File: config.mk
export PLATFORM = sky130hd
export DESIGN_NAME = serial_add_sub
export DESIGN_NICKNAME = d
export VERILOG_FILES = /design/src/rtl/serial_add_sub_pkg.sv /design/src/rtl/serial_add_sub_fa_cell.sv /design/src/rtl/serial_add_sub.sv
export SDC_FILE = /design/constraint.sdc
export NUM_CORES = 1
export LEC_CHECK = 0
export ABC_CLOCK_PERIOD_IN_PS = 1500
export CORE_MARGIN = 4
export CORE_UTILIZATION = 46
export DETAILED_ROUTE_END_ITERATION = 10
export HOLD_SLACK_MARGIN = 0.1
export PLACE_DENSITY = 0.86
export REMOVE_ABC_BUFFERS = 1
export SLEW_MARGIN = 15
export SYNTH_ARGS = -nofsm -noshare
export SYNTH_HDL_FRONTEND = slang
export SYNTH_SLANG_ARGS = --single-unit
File: constraint.sdc
create_clock -name clk -period 1.5 [get_ports clk]
set_input_delay 0.225 -clock clk [delete_from_list [all_inputs] [get_ports clk]]
set_output_delay 0.225 -clock clk [all_outputs]
set_load 0.03 [all_outputs]
File: src/rtl/serial_add_sub_pkg.sv
// serial_add_sub_pkg: shared state encodings and mode constants for the bit-serial adder/subtractor
package serial_add_sub_pkg;
   typedef enum logic [1:0] {IDLE = 2'd0, RUN = 2'd1, DONE = 2'd2} state_t;
   localparam logic MODE_ADD = 1'b0;
   localparam logic MODE_SUB = 1'b1;
endpackage

File: src/rtl/serial_add_sub_fa_cell.sv
// fa_cell: single combinational full-adder cell
module fa_cell (
   input  logic a,
   input  logic b,
   input  logic cin,
   output logic s,
   output logic cout
);
   assign s    = a ^ b ^ cin;
   assign cout = (a & b) | (a & cin) | (b & cin);
endmodule

File: src/rtl/serial_add_sub.sv
// serial_add_sub: W-bit add/subtract processed one bit per clock through one full adder,
// with start/busy/done handshake and registered sum, carry and signed-overflow flags
module serial_add_sub
   import serial_add_sub_pkg::*;
#(
   parameter int W = 8
) (
   input  logic         clk,
   input  logic         rst_n,
   input  logic         start,
   input  logic         sub,
   input  logic [W-1:0] a,
   input  logic [W-1:0] b,
   output logic         busy,
   output logic         done,
   output logic [W-1:0] sum,
   output logic         cout,
   output logic         ovf
);
   localparam int CW = $clog2(W + 1) < 1 ? 1 : $clog2(W + 1);
   state_t         r_state, w_next;
   logic [W-1:0]   r_opa, r_opb, r_res, r_sum, w_res;
   logic [CW-1:0]  r_cnt;
   logic           r_carry, r_cout, r_ovf, w_s, w_c, w_last, w_accept;
   fa_cell u_fa (
      .a   (r_opa[0]),
      .b   (r_opb[0]),
      .cin (r_carry),
      .s   (w_s),
      .cout(w_c)
   );
   // new bit enters at the MSB so the LSB-first result lands in place after W shifts
   assign w_res    = W'({w_s, r_res} >> 1);
   assign w_last   = r_cnt == CW'(W - 1);
   assign w_accept = start && r_state != RUN;
   always_comb begin
      w_next = r_state;
      if (r_state == RUN) w_next = w_last ? DONE : RUN;
      else if (w_accept) w_next = RUN;
      else if (r_state == DONE) w_next = IDLE;
   end
   always_ff @(posedge clk or negedge rst_n) begin
      if (!rst_n) begin
         r_state <= IDLE;
         r_opa   <= '0;
         r_opb   <= '0;
         r_res   <= '0;
         r_sum   <= '0;
         r_cnt   <= '0;
         r_carry <= 1'b0;
         r_cout  <= 1'b0;
         r_ovf   <= 1'b0;
      end else begin
         r_state <= w_next;
         if (w_accept) begin
            r_opa   <= a;
            r_opb   <= (sub == MODE_SUB) ? ~b : b;
            r_carry <= sub == MODE_SUB;
            r_cnt   <= '0;
         end else if (r_state == RUN) begin
            r_res   <= w_res;
            r_opa   <= r_opa >> 1;
            r_opb   <= r_opb >> 1;
            r_carry <= w_c;
            r_cnt   <= r_cnt + 1'b1;
            if (w_last) begin
               r_sum  <= w_res;
               r_cout <= w_c;
               r_ovf  <= r_carry ^ w_c;
            end
         end
      end
   end
   assign busy = r_state == RUN;
   assign done = r_state == DONE;
   assign sum  = r_sum;
   assign cout = r_cout;
   assign ovf  = r_ovf;
endmodule

==> out/results.ini <==
[die]
num_rows = 22
die_x_um = 70.39
start_util_pct = 48.18
placeableCoreArea_um2 = 3716
ios = 32
die_h_um = 70.39
dieArea_um2 = 4955

[logic_synthesis]
synth_seq_area_share_pct = 55.90
async_reset_ff_share_pct = 100.0
netlist_area_um2 = 1790
yosys-top-cells-area = dfrtp_1 56%, mux2_2 11%, xnor2_1 4.4%
syn_area_per_cell_um2 = 12.35
synth_top_area_share_pct = 55.90
yosys_warnings = 0
ys.flop_type = dfrtp_1
synth_edf_count = 0
ys_ff_latch = 40
syn_inst = 145
synth_top_area_cell = dfrtp_1
ys_types = 30

[critical_path]
startpoint_type = flip-flop
criticalPathCategory = reg2out
critical-path-max-stage-delay_ps = 400
cp_top_family = flip-flops
end_kind = primary output
cp_slowest_cell = dfrtp_1
cp_cell_sequence = inv_2, ha_4, buf_8, buf_6
arrival_ps = 1240
crit_buf_inv = 3
crit_required_ps = 1270
cp_max_fo = 6

[cells_and_area]
nFillCells = 307
antenna_cells = 0
layout_commonest_cell = dfrtp_1
instances_no_fill = 241
num-nets-final = 217
drive_gt1_share_pct = 25.91
seq_area_um2 = 1002
final_cell_mix = 39 x dfrtp_1, 18 x clkdlybuf4s50_1, 17 x nand2_1, 17 x mux2_2, 15 x buf_4
multi_input_area_um2 = 750.7
layout-area-overhead-vs-synth_pct = 31.59

[global_routing]
grt_use_met3_pct = 5.612
track_usage_pct = 14.40
grt_use_met1_pct = 16.76
overflow = 0
gr-usage-met2_pct = 23.91
top_usage_layer = met2
grt_pass1_wl_um = 5671
grt_max_degree = 20
grt_pass1_vias = 1282
antenna_found_initial = 0

[routing]
vias_per_cell = 5.195
dr_total_vias = 1252
wire_per_inst_um = 13.55
drc = 0
drtIter0Drc = 49
drt_first_pass_iters = 4
wirelength_um = 3266
antenna_left = 0

[place]
dpl_worst_slack_ps = -131.2
numPortBuffers = 31
finalWeightedCongestion = 0.8056
post-dp-hpwl_um = 2486
placed_cells = 228

[timing]
setup_viol = 0
fmaxAchievable_ghz = 0.6819
drv_slew = 0
period_minus_slack_ps = 1467
timing.final.crit_share_pct = 97.77
setup_slack_ps = 33.46
rsz0062_at_grt = true
worst_slew_pin_slew_ps = 405.3
maxSlewHeadroom_pct = 72.98
finalClockSkew_ps = 4.394
finalHoldViolations = 0
whs_ps = 397.2

[power_and_ir_drop]
power_leakage_nw = 1.105
p_total_w = 0.004515
power.density_nw_per_um2 = 1916
irDropWorstVdd_mv = 0.7764

[clocking]
clk-insertion-delay-late_ps = 290
cts.clk_slew.worst_paths_ps = 70
cts_made_buffers = 5
cts.sinks = 40
cts_tree = done
clk_path_buf_depth = 2
cts_root_buf = clkbuf_8
htree_levels = 2

[min_path]
hold_path_class = in2async

[flow_run]
drv_cap = 0

[status]
status = complete, no violations

==> layer usage <==
layer,up-vias,routed length [µm]
met5,-,0
met4,0,31
met3,3,255
met2,47,1548
met1,599,1430
li1,603,-
==> where the power goes <==
part           switching, W  total, W  internal, W  leakage, nW
Clock              0.000342  0.000717     0.000375       0.0455
Sequential         0.000291   0.00183      0.00154        0.509
Combinational      0.000963   0.00197      0.00100        0.551
Total               0.00160   0.00451      0.00292         1.11
==> registers in the layout, indices dropped and copies added, names as in the netlist <==
name / count
r_opb: 8
r_opa: 8
r_state: 2
r_res: 7
r_cnt: 4
r_carry: 1
sum: 8
cout: 1
ovf: 1
==> Yosys cell counts, drive strengths merged (2+ instances only) <==
| master | count |
|---|---|
| nor2 | 11 |
| inv | 3 |
| dfrtp | 40 |
| mux2i | 2 |
| mux2 | 18 |
| ha | 4 |
| o21ai | 5 |
| xnor2 | 9 |
| a22oi | 7 |
| buf | 7 |
| a22o | 2 |
| nand2 | 17 |
| a221o | 7 |
==> kinds of logic (layout without fill, tap and decap cells) <==
logic type	after synthesis	in the layout	share of synthesized area, %
buffers and inverters	11	59	3.494
flip-flops	40	40	55.90
XOR/XNOR	10	10	4.892
AO/OA/AOI/OAI	26	26	11.25
multiplexers	20	20	12.65
adder cells (fa/ha/maj)	5	5	3.914
AND/OR/NAND/NOR	33	33	7.897
==> worst reg2reg max path: stages (launching register included) <==
cell and delay [ps]:
dfrtp_2 450, ha_2 240, mux2_4 320, a221o_2 340
==> timing repair <==
item | CTS | global route
gates resized for setup | 16 | 4
buffers inserted | 0 | 4
endpoints found under the setup margin | 32 | 15
hold buffers | 1 | 0
endpoints found under the hold margin | 17 | 0
pin swaps | 0 | 0
==> path summary, 6_finish.rpt <==
check                            from         end  slack [ps]  cells after the start
min in group clk                  ovf         ovf         480                      2
setup / recovery           r_state[1]        busy          30                      4
max in group asynchronous       rst_n  r_state[0]         580                      3
setup reg to reg           r_state[0]    r_opb[0]          50                      3
hold reg to reg                   ovf         ovf         480                      2
hold / removal                  rst_n    r_cnt[3]         400                      2
==> through the flow <==
| step | TNS, ps | util, % | area [µm²] |
|---|---|---|---|
| finish | 0 | 63.40 | 2356 |
| global route | -3.428 | 63.40 | 2356 |
| CTS | 0 | 62.22 | 2312 |
| detailed placement | -1938 | 59.26 | 2202 |
| global placement | -1167 | 59.26 | 2202 |
| floorplan | -12310 | - | 1739 |
==> cell type report <==
class	count	area share, %
multi-input combinational	94	31.86
sequential	40	42.54
inverter	3	0.4780
tap	48	2.549
timing repair buffer	48	18.75
clock buffer	8	3.824
No activity file was read; power rests on OpenSTA's default activity.
